`config.mk`:
```
export PLATFORM = sky130hd
export DESIGN_NAME = uart_tx
export DESIGN_NICKNAME = d
export VERILOG_FILES = /design/src/rtl/uart_pkg.sv /design/src/rtl/uart_baud_gen.sv /design/src/rtl/uart_tx.sv
export SDC_FILE = /design/constraint.sdc
export NUM_CORES = 1
export LEC_CHECK = 0
export CAP_MARGIN = 5
export CORE_ASPECT_RATIO = 1.5
export CORE_MARGIN = 3
export CORE_UTILIZATION = 43
export CTS_CLUSTER_DIAMETER = 50
export DETAILED_ROUTE_END_ITERATION = 8
export PLACE_DENSITY = 0.74
export SLEW_MARGIN = 20
export SYNTH_ARGS = -nofsm -noshare
export SYNTH_HDL_FRONTEND = slang
export SYNTH_HIERARCHICAL = 1
export SYNTH_SLANG_ARGS = --single-unit
```
`constraint.sdc`:
```
create_clock -name clk -period 3.9 [get_ports clk]
set_input_delay 0.78 -clock clk [delete_from_list [all_inputs] [get_ports clk]]
set_output_delay 0.78 -clock clk [all_outputs]
set_load 0.1 [all_outputs]
```
`src/rtl/uart_pkg.sv`:
```
// -----------------------------------------------------------------------------
// uart_pkg
// Types and line-level constants shared by the UART transmitter and receiver.
//   state_t    : frame state machine states (PARITY only used when the
//                UART_TX_PARITY_EN build option is defined)
//   START_BIT  : line level of the start bit
//   STOP_BIT   : line level of the stop bit
//   IDLE_LEVEL : line level between frames
//   DATA_BITS  : data bits per frame
// -----------------------------------------------------------------------------
package uart_pkg;

  typedef enum logic [2:0] {
    IDLE   = 3'd0,
    START  = 3'd1,
    DATA   = 3'd2,
    PARITY = 3'd3,
    STOP   = 3'd4
  } state_t;

  localparam logic START_BIT  = 1'b0;
  localparam logic STOP_BIT   = 1'b1;
  localparam logic IDLE_LEVEL = 1'b1;
  localparam int   DATA_BITS  = 8;

endpackage

```
`src/rtl/uart_baud_gen.sv`:
```
// -----------------------------------------------------------------------------
// uart_baud_gen
// Bit-period timer. Counts 0..CLKS_PER_BIT-1 and wraps; holding clear keeps
// the count at 0 so the first bit period starts cleanly after it is released.
// Ports:
//   clk           in  system clock, rising edge
//   clear         in  force the count to 0 on the next edge
//   bit_done      out current cycle is the last of a bit period
//   bit_done_next out the next cycle will be the last of a bit period; lets a
//                     client register a pulse that lines up with bit_done
// -----------------------------------------------------------------------------
module uart_baud_gen #(
  parameter int CLKS_PER_BIT = 868
) (
  input  logic clk,
  input  logic clear,
  output logic bit_done,
  output logic bit_done_next
);

  localparam int W = $clog2(CLKS_PER_BIT + 1);
  localparam logic [W-1:0] LAST = W'(CLKS_PER_BIT - 1);

  logic [W-1:0] cnt;
  logic [W-1:0] cnt_next;

  always_comb begin
    cnt_next = cnt + W'(1);
    if (clear || (cnt == LAST)) begin
      cnt_next = '0;
    end
  end

  always_ff @(posedge clk) begin
    cnt <= cnt_next;
  end

  assign bit_done      = (cnt == LAST);
  assign bit_done_next = (cnt_next == LAST);

endmodule

```
`src/rtl/uart_tx.sv`:
```
// -----------------------------------------------------------------------------
// uart_tx
// UART transmitter: start bit, 8 data bits LSB first, optional even parity
// bit, stop bit. One-cycle acknowledge during the final stop-bit cycle.
// Build option: define UART_TX_PARITY_EN for 8E1 frames (default 8N1).
// Ports:
//   clk          in   system clock, rising edge
//   rst          in   synchronous active-high reset (drops any frame, no ack)
//   tx_start     in   send request, honoured only while idle
//   data_o       in   byte to send, captured with the accepted request
//   txd          out  serial line, idle high
//   tx_busy      out  frame in progress
//   transmit_ack out  one-cycle pulse in the last stop-bit cycle
// All outputs are registered.
// -----------------------------------------------------------------------------
module uart_tx
  import uart_pkg::*;
#(
  parameter int CLKS_PER_BIT = 868,
  parameter int DATA_BITS    = 8
) (
  input  logic       clk,
  input  logic       rst,
  input  logic       tx_start,
  input  logic [7:0] data_o,
  output logic       txd,
  output logic       tx_busy,
  output logic       transmit_ack
);

  localparam logic [2:0] LAST_BIT = 3'(DATA_BITS - 1);

  state_t     state;
  logic [7:0] shift;
  logic [2:0] bit_cnt;
  logic       bit_done;
  logic       bit_done_next;
  logic       baud_clear;

`ifdef UART_TX_PARITY_EN
  logic       parity_bit;
`endif

  // The timer is held at zero while idle so the start bit gets a full period.
  assign baud_clear = rst || (state == IDLE);

  uart_baud_gen #(
    .CLKS_PER_BIT (CLKS_PER_BIT)
  ) u_baud (
    .clk           (clk),
    .clear         (baud_clear),
    .bit_done      (bit_done),
    .bit_done_next (bit_done_next)
  );

  // Each branch registers the line level for the following cycle, so txd
  // changes on the same edge as the state. The ack is set one edge early using
  // bit_done_next so that it coincides with the last stop-bit cycle, which for
  // a one-clock bit period is the very first STOP cycle.
  always_ff @(posedge clk) begin
    if (rst) begin
      state        <= IDLE;
      txd          <= IDLE_LEVEL;
      tx_busy      <= 1'b0;
      transmit_ack <= 1'b0;
      bit_cnt      <= 3'd0;
      shift        <= 8'd0;
`ifdef UART_TX_PARITY_EN
      parity_bit   <= 1'b0;
`endif
    end else begin
      transmit_ack <= 1'b0;
      case (state)
        IDLE: begin
          txd     <= IDLE_LEVEL;
          tx_busy <= 1'b0;
          if (tx_start) begin
            shift   <= data_o;
`ifdef UART_TX_PARITY_EN
            parity_bit <= ^data_o;
`endif
            state   <= START;
            txd     <= START_BIT;
            tx_busy <= 1'b1;
          end
        end

        START: begin
          if (bit_done) begin
            state   <= DATA;
            bit_cnt <= 3'd0;
            txd     <= shift[0];
            shift   <= {1'b0, shift[7:1]};
          end
        end

        DATA: begin
          if (bit_done) begin
            if (bit_cnt == LAST_BIT) begin
`ifdef UART_TX_PARITY_EN
              state <= PARITY;
              txd   <= parity_bit;
`else
              state        <= STOP;
              txd          <= STOP_BIT;
              transmit_ack <= bit_done_next;
`endif
            end else begin
              bit_cnt <= bit_cnt + 3'd1;
              txd     <= shift[0];
              shift   <= {1'b0, shift[7:1]};
            end
          end
        end

        PARITY: begin
`ifdef UART_TX_PARITY_EN
          if (bit_done) begin
            state        <= STOP;
            txd          <= STOP_BIT;
            transmit_ack <= bit_done_next;
          end
`else
          state   <= IDLE;
          txd     <= IDLE_LEVEL;
          tx_busy <= 1'b0;
`endif
        end

        STOP: begin
          if (bit_done) begin
            state   <= IDLE;
            txd     <= IDLE_LEVEL;
            tx_busy <= 1'b0;
          end else begin
            transmit_ack <= bit_done_next;
          end
        end

        default: begin
          state   <= IDLE;
          txd     <= IDLE_LEVEL;
          tx_busy <= 1'b0;
        end
      endcase
    end
  end

endmodule

```
==> impl_metrics.csv <==
group,metric,value,unit
clock_tree,clock-root-buffer,"clkbuf_8",
floorplan,core,0.00303,mm²
timing,rsz0062_at_grt,"false",
route,ant_nets,0,
route,firstDrtPassIters,4,
placement,gp_congestion,0.732,
floorplan,die_area,0.00405,mm²
timing,skew,0.00988,ns
synth,muxShareOfSynthArea,0,
clock_tree,cts_sinks,27,
synth,synthXorXnorAreaFrac,0.0493,
pwr,leakage,0.520,nW
clock_tree,cts_setup_buffers,0,
route,vias_per_cell,5.71,
timing,relSlewSlack,0.354,
floorplan,num_rows,24,
global_route,grt_pass1_vias,1166,
placement,postPlaceCellArea,0.00156,mm²
synth,synth_top_cell_area_share,0.380,
global_route,grt.overflow.total,0,
hold_path,hold_depth,2,
timing,period_needed,2.80,ns
synth,synthFlopType,"dfxtp_1",
synth,synthAdderAreaFrac,0.0264,
clock_tree,clk_pin_slew,0.10,ns
pwr,power_density,323,mW/mm²
layout,final_nets,182,
setup_path,required,4.07,ns
route,wl_per_cell,13.7,µm
timing,hold_violations,0,
synth,synth_top_family_by_area,"simple AND/OR/NAND/NOR gates",
synth,synth_area_leaders,"dfxtp_1 38%, nand2_1 6.1%, nor2_2 3.5%",
clock_tree,ctsResizeCount,0,
synth,synth-compound-area-share,0.171,
setup_path,startpoint_type,"register",
route,drc,0,
synth,synthArstFlopShare,0,
synth,synth_edf_count,0,
synth,synth_top_cell_by_area,"dfxtp_1",
synth,synth.avg_cell_area,9.05,µm²
global_route,antenna_found_initial,0,
setup_path,path_class,"register to register",
global_route,grt_start_max_net_pins,18,
synth,yosysSeqAreaShare,0.380,
timing,tns,0,ns
global_route,grt_util_all_layers,0.156,
floorplan,die_w,52.9,µm
route,wl,2830,µm
pwr,irDropWorstVdd,190,µV
timing,finalSetupViolations,0,
layout,regArea,541,µm²
floorplan,initial_core_util,0.469,
placement,dpl.hpwl,2170,µm
setup_path,critPathCaptureType,"register",
layout,final_area,0.00161,mm²
timing,max_freq,0.357,GHz
layout,layout_common_cells,"27 x dfxtp_1, 23 x nand2_1, 13 x clkdlybuf4s50_1",
setup_path,reg2regPathDepth,7,
floorplan,io_pins,14,
clock_tree,clk_latency,0.28,ns
layout,multi_input_area,820,µm²
clock_tree,hold_buffers,0,
synth,ys_warn_count,6,
synth,yosysUniqueCellTypes,47,
outcome,status,"finished, final reports clean",
floorplan,die_y,76.4,µm
clock_tree,cts.htree.levels,1,
clock_tree,clockBufferDepth,2,
synth,synth.cell_area,0.00142,mm²
placement,preCtsSetupSlack,1.10,ns
pwr,power,0.519,mW
layout,final_common_cell,"dfxtp_1",
layout,n_antenna_cell,0,
layout,layout-drive-gt1-share,0.162,
setup_path,arrival,2.97,ns
route,drtIter0Drc,20,
synth,synthCells,157,
clock_tree,cts_made_buffers,3,
route,vias,1177,
placement,port_buffers,13,
layout,syn2layout_area_growth,13.1,%
layout,num-fill-cells,291,
timing,period_share,0.718,
timing,worstMarginPinSlew,0.966,ns
clock_tree,cts_tree,"done",
synth,synth-seq-cells,27,
synth,syn-num-nets,171,
hold_path,hold_class,"register to register",
synth,yosys.area_share.simple,0.330,
timing,fin_ws,1.10,ns
timing,drv_slew,0,
global_route,grt_pass1_wl,4850,µm
flow_run,drv_cap,0,
setup_path,cp_max_fo,14,
report_power, final:
part,leakage (nW),internal [mW],switching (mW),total (mW)
sequential,0.220,0.285,0.00818,0.293
combinational,0.274,0.0280,0.0379,0.0659
clock,0.0255,0.0717,0.0885,0.160
layout make-up:
type / instances / share of cell area
clock buffers: 3 / 0.0257
clock inverters: 1 / 0.00311
inverters: 4 / 0.00934
multi-input cells: 118 / 0.510
flip-flops and latches: 27 / 0.336
well taps: 39 / 0.0304
repair buffers: 14 / 0.0856
sequential cells by signal, indices dropped and copies added, names as in the netlist:
signal,flops
tx_busy,1
transmit_ack,1
state,3
bit_cnt,3
shift,8
txd,1
u_baud/cnt,10
synth_stat cells, types with 3 or more instances:
library cell	n
dfxtp_1	27
nand2_1	23
nor2_1	9
nor2_2	8
a21oi_1	5
a311oi_1	5
nand4_1	5
nor2b_1	5
xor2_1	5
clkbuf_1	4
inv_1	4
a311oi_2	3
ha_1	3
nand3b_1	3
o21ai_0	3
xnor2_1	3
critical path: stages, from the launching register on:
cell and delay [ns]:
dfxtp_1 0.45, ha_1 0.28, or2b_2 0.33, nor3b_2 0.53
nand3b_1 0.26, a31oi_4 0.46, nor2_1 0.08, a311oi_1 0.29
per-layer routing:
| layer | wire (µm) | vias to the layer above | GRT usage |
|---|---|---|---|
| met5 | 0 | - | 0 |
| met4 | 53 | 0 | 0.0691 |
| met3 | 91 | 6 | 0.0176 |
| met2 | 1590 | 22 | 0.303 |
| met1 | 1090 | 560 | 0.151 |
| li1 | - | 589 | - |
final timing paths:
| kind | to | start | slack [ns] |
|---|---|---|---|
| setup / recovery | shift[5]$_SDFFE_PP0P_ | u_baud/cnt[0]$_DFF_P_ | 1.10 |
| hold / removal | bit_cnt[1]$_SDFFE_PP0P_ | bit_cnt[1]$_SDFFE_PP0P_ | 0.46 |
| setup reg to reg | shift[5]$_SDFFE_PP0P_ | u_baud/cnt[0]$_DFF_P_ | 1.10 |
| hold reg to reg | bit_cnt[1]$_SDFFE_PP0P_ | bit_cnt[1]$_SDFFE_PP0P_ | 0.46 |
cell families (layout without fill, tap and decap cells):
logic type | Yosys count | after routing
AO/OA/AOI/OAI | 29 | 29
adder cells (fa/ha/maj) | 3 | 3
buffers and inverters | 12 | 22
flip-flops | 27 | 27
XOR/XNOR | 8 | 8
AND/OR/NAND/NOR | 78 | 78
stage by stage:
step                      hold slack, ns  instances  utilization
after CTS                          0.472        206        0.530
after global routing               0.492        206        0.530
after global placement             0.445        202        0.515
after detailed placement           0.458        202        0.515
final                              0.464        206        0.530
after floorplan                    0.436        157            -
(Power assumes the default switching activity.)
==> RTL edit 1 (config.mk and constraints unchanged) <==
`CLKS_PER_BIT` is set to 868 in 2 places; all go to 3472.
--- a/src/rtl/uart_baud_gen.sv
+++ b/src/rtl/uart_baud_gen.sv
@@ -10,7 +10,7 @@
 //                     client register a pulse that lines up with bit_done
 // -----------------------------------------------------------------------------
 module uart_baud_gen #(
-  parameter int CLKS_PER_BIT = 868
+  parameter int CLKS_PER_BIT = 3472
 ) (
   input  logic clk,
   input  logic clear,
--- a/src/rtl/uart_tx.sv
+++ b/src/rtl/uart_tx.sv
@@ -16,7 +16,7 @@
 module uart_tx
   import uart_pkg::*;
 #(
-  parameter int CLKS_PER_BIT = 868,
+  parameter int CLKS_PER_BIT = 3472,
   parameter int DATA_BITS    = 8
 ) (
   input  logic       clk,
Behaviour: same outputs for any inputs over 10 cycles, from zero or initial values and one cycle with rst high; that may be too few to reach the edited logic, so the function may still have changed.
==> RTL edit 1 against the unedited design <==
Clock power grew 55%; final area up 14%; total power up 21%; synthesized area is 12% higher; wire length rose by 16%; worst setup slack lost 0.090 ns; synthesized cell count is 19% higher; die area up 11%; critical endpoint is now shift[6]; sequential cell count increased by 2.
==> RTL edit 1: results (changes against the unedited design) <==
[final_layout]
nMultiInputCombCells = 145  ; +23%
regArea_um2 = 581  ; +7.4%
multi_input_area_um2 = 953  ; +16%
buf_share = 0.0792  ; -0.00642
drive_gt1_frac = 0.105  ; -0.0567
n_all_buffers = 15  ; +1
nets = 214  ; +18%
clockNetworkAreaShare = 0.0471  ; +0.0183
nClkBuffers = 7  ; +4
top_regs = u_baud/cnt (12), shift (8)
final.fill_count = 318  ; +9.3%
fin_area_um2 = 1830  ; +14%

[synthesis]
yosysSeqAreaShare = 0.364  ; -0.0166
synth_nets = 201  ; +18%
ys_top_cells_by_area = dfxtp_1 36%, nand2_1 6.6%, nor2_1 4.0%
synth.distinct_cells = 52  ; +11%
syn-instance-count = 187  ; +19%
synth_commonest_cells = 29 x dfxtp_1, 28 x nand2_1, 17 x nor2_1

[placement]
hpwl_um = 2350  ; +8.3%
io_buffer_count = 13  ; unchanged
dpl_worst_slack_ns = 0.969  ; -0.130 ns
place_area_um2 = 1750  ; +12%

[sta]
relSlewSlack = 0.358  ; +0.00365
fin_skew_ns = 0.00279  ; -0.00709 ns

[routing]
finalWirelength_um = 3280  ; +16%
wl_met2_um = 1700  ; +7.0%
top_layer = met4
met1_length_um = 1370  ; +26%
met3_length_um = 135  ; +48%
viasPerCell = 5.74  ; +0.38%
drt-initial-drc-count = 48  ; +140%

[clock_tree]
cts_root_buf = clkbuf_8
htreeDepth = 2  ; +1
clkTransAtPathRegs_ns = 0.06  ; -0.04 ns

[setup_path]
cp.arrival_ns = 3.07  ; +0.10 ns
cp_slowest_stage_delay_ns = 0.48  ; -0.05 ns
crit_slowest_cell = a31oi_4

[global_routing]
grt_pass1_vias = 1359  ; +17%
gr-usage-met1 = 0.184  ; +0.0332
use_met3 = 0.0386  ; +0.0210
grtUsageTotal = 0.170  ; +0.0140
grt_pass1_wl_um = 5950  ; +23%
use_met2 = 0.300  ; -0.00372

[power_and_ir_drop]
leakagePower_nw = 0.600  ; +15%
clock_power_w = 0.000248  ; +55%
vdd_drop_max_uv = 326  ; +71%
p_seq_frac = 0.501  ; -0.064
powerSeq_w = 0.000315  ; +7.5%

[status]
status = finished, final reports clean

[die]
coreArea_um2 = 3480  ; +15%

[RTL edit 1: cell types whose count changed in the layout (fill, tap and decap cells not counted), sizes merged, moves of 2 or more]
cell	before	now
nand3	2	5
clkbuf	3	7
nor4	1	3
or3	1	4
nor2b	5	3
o21ai	5	9
or3b	1	3
nand2	23	28
nor3	1	4
a21oi	5	10
dfxtp	27	29
[RTL edit 1: final timing paths]
kind,slack (ns),depth (start not counted),to
worst min-delay path,0.47,2,bit_cnt[1]
worst max-delay path,1.01,8,shift[6]
worst min register to register,0.47,2,bit_cnt[1]
worst max register to register,1.01,8,shift[6]
[RTL edit 1: kinds of logic after synthesis]
family,count (synthesis),share of synthesized area
AOI/OAI and AO/OA,41,0.211
xor gates and xnor gates,8,0.0439
adders and majority gates,3,0.0235
buffers and inverters,13,0.0392
DFF,29,0.364
and+or+nand+nor,93,0.319
[RTL edit 1: tightest hold or removal path: stages, from the launching register on]
cell	delay (ns)
dfxtp_1	0.31
nand2_1	0.06
a21oi_1	0.05
==> RTL edit 2 (same flow settings) <==
Without the edit above. Re-encode `state_t` (5 states) as one-hot, 5 bits wide.
--- a/src/rtl/uart_pkg.sv
+++ b/src/rtl/uart_pkg.sv
@@ -10,12 +10,12 @@
 // -----------------------------------------------------------------------------
 package uart_pkg;
 
-  typedef enum logic [2:0] {
-    IDLE   = 3'd0,
-    START  = 3'd1,
-    DATA   = 3'd2,
-    PARITY = 3'd3,
-    STOP   = 3'd4
+  typedef enum logic [4:0] {
+    IDLE   = 5'b00001,
+    START  = 5'b00010,
+    DATA   = 5'b00100,
+    PARITY = 5'b01000,
+    STOP   = 5'b10000
   } state_t;
 
   localparam logic START_BIT  = 1'b0;
Function: same outputs for any inputs over 10 cycles, from zero or initial values and one cycle with rst high; not proved beyond that.
==> RTL edit 2 against the unedited design <==
Final area grew 6.8%; clock skew shrank 0.0065 ns; hold slack improved by 0.018 ns; global-route usage shrank 0.43 points; sequential cell count increased by 1; core utilization is 2.8 points lower; sequential share of layout area is 0.97 points lower; critical path type unchanged; total power rose by 4.5%; die area rose by 7.9%; wire length up 2.7%; critical endpoint unchanged; synthesized area is 8.8% higher; clock power shrank 6%; synthesized cell count rose by 0.64%; worst setup slack better by 0.24 ns.
==> RTL edit 2: results (changes against the unedited design) <==
[routing]
drt-initial-drc-count = 29  ; +45%
firstDrtPassIters = 4  ; unchanged
vias = 1190  ; +1.1%
drcViolationCount = 0  ; unchanged
wl_per_cell_um = 14.0  ; +2.2%

[power_and_ir_drop]
vdd_drop_max_uv = 219  ; +15%
clock_power_w = 0.000151  ; -6%
leakagePower_nw = 0.625  ; +20%
powerSeq_w = 0.000311  ; +6%
switching_power_w = 0.000140  ; +3.9%
p_comb_w = 0.0000812  ; +23%

[setup_path]
r2r_slack_ns = 1.34  ; +0.24 ns
rr_worst_depth = 6  ; -1
cp-start-kind = flip-flop
r2r-start = u_baud/cnt[0]
cp_max_fo = 11  ; -3
cp.arrival_ns = 2.70  ; -0.27 ns
critPathCapture = shift[5]

[synthesis]
async_flop_share = 0  ; unchanged
synth_area_per_cell_um2 = 9.79  ; +8.1%
synth.distinct_cells = 53  ; +13%
synth-warning-count = 6  ; unchanged
ys_top_cells_by_area = dfxtp_1 36%, mux2i_1 6.5%, a211oi_2 5.7%
synth_nets = 172  ; +0.58%
ys.flop_type = dfxtp_1
synth_commonest_cells = 28 x dfxtp_1, 10 x mux2i_1, 8 x a21oi_1, 8 x nor2_2
yosysSeqAreaShare = 0.362  ; -0.0178

[sta]
worst_slew_pin_slew_ns = 0.964  ; -0.00168 ns
fin_skew_ns = 0.00338  ; -0.00650 ns
min_period_over_period = 0.657  ; -0.0604

[final_layout]
top_regs = u_baud/cnt (10), shift (8), state (4)
nets = 181  ; -0.55%
antenna_cells = 0  ; unchanged
drive_gt1_frac = 0.200  ; +0.0383
stdcell_count = 207  ; +0.49%

[placement]
dpl_worst_slack_ns = 1.03  ; -0.0670 ns
io_buffer_count = 13  ; unchanged
hpwl_um = 2230  ; +2.8%
place_area_um2 = 1680  ; +7.3%
gp_congestion = 0.879  ; +20%
placed_cells_incl_taps = 204  ; +0.99%

[clock_tree]
clkTransAtPathRegs_ns = 0.09
cts_setup_buffers = 0  ; unchanged
clk_latency_ns = 0.27
cts_root_buf = clkbuf_8
numCtsBuffers = 3  ; unchanged
htreeDepth = 1  ; unchanged
clk_path_buf_depth = 2  ; unchanged
cts_resized = 0  ; unchanged

[status]
status = finished, final reports clean

[global_routing]
grt_max_degree = 21  ; +3
grtUsageTotal = 0.151  ; -0.00427
grt_pass1_wl_um = 4970  ; +2.4%
grt_antenna_before_repair = 0  ; unchanged

[worst_hold_path]
hold_path_class = flip-flop to flip-flop

[RTL edit 2: area by class of cell]
cell class	instances	area [um2]
tap	42	52.6
multi-input combinational	116	910
clock buffer	3	41.3
timing repair buffer	14	138
sequential	28	561
fill	331	1700
inverter	4	15.0
[RTL edit 2: cell families after synthesis]
logic type / after synthesis / share of synthesized area
and+or+nand+nor: 66 / 0.291
AOI/OAI and AO/OA: 30 / 0.168
muxes: 10 / 0.0647
xor gates and xnor gates: 7 / 0.0396
buffers and inverters: 14 / 0.0493
adders and majority gates: 3 / 0.0243
DFF: 28 / 0.362
[RTL edit 2: worst min-delay path by stage]
stage | endpoint | cells past startpoint | slack (ns) | start
5_1_grt | shift[7] | 2 | 0.50 | shift[7]
6_report | shift[7] | 2 | 0.48 | shift[7]
3_3_place_gp | u_baud/cnt[0] | 1 | 0.46 | u_baud/cnt[0]
4_1_cts | shift[7] | 2 | 0.49 | shift[7]
3_5_place_dp | u_baud/cnt[0] | 1 | 0.47 | u_baud/cnt[0]
2_1_floorplan | u_baud/cnt[0] | 1 | 0.44 | u_baud/cnt[0]
[RTL edit 2: worst max-delay path: stages, from the launching register on]
cell and delay (ns):
dfxtp_1 0.41, ha_1 0.28, or2b_2 0.34, nor3b_2 0.50, or3_1 0.33, and2_1 0.44, a211oi_2 0.13
[RTL edit 2: metal layers]
metal / GRT usage / wire length (um) / vias to the layer above / part of all wire
li1: - / - / 597 / -
met1: 0.161 / 1130 / 565 / 0.39
met2: 0.270 / 1590 / 19 / 0.55
met3: 0.0280 / 109 / 9 / 0.038
met4: 0.0730 / 72 / 0 / 0.025
met5: 0 / 0 / - / 0
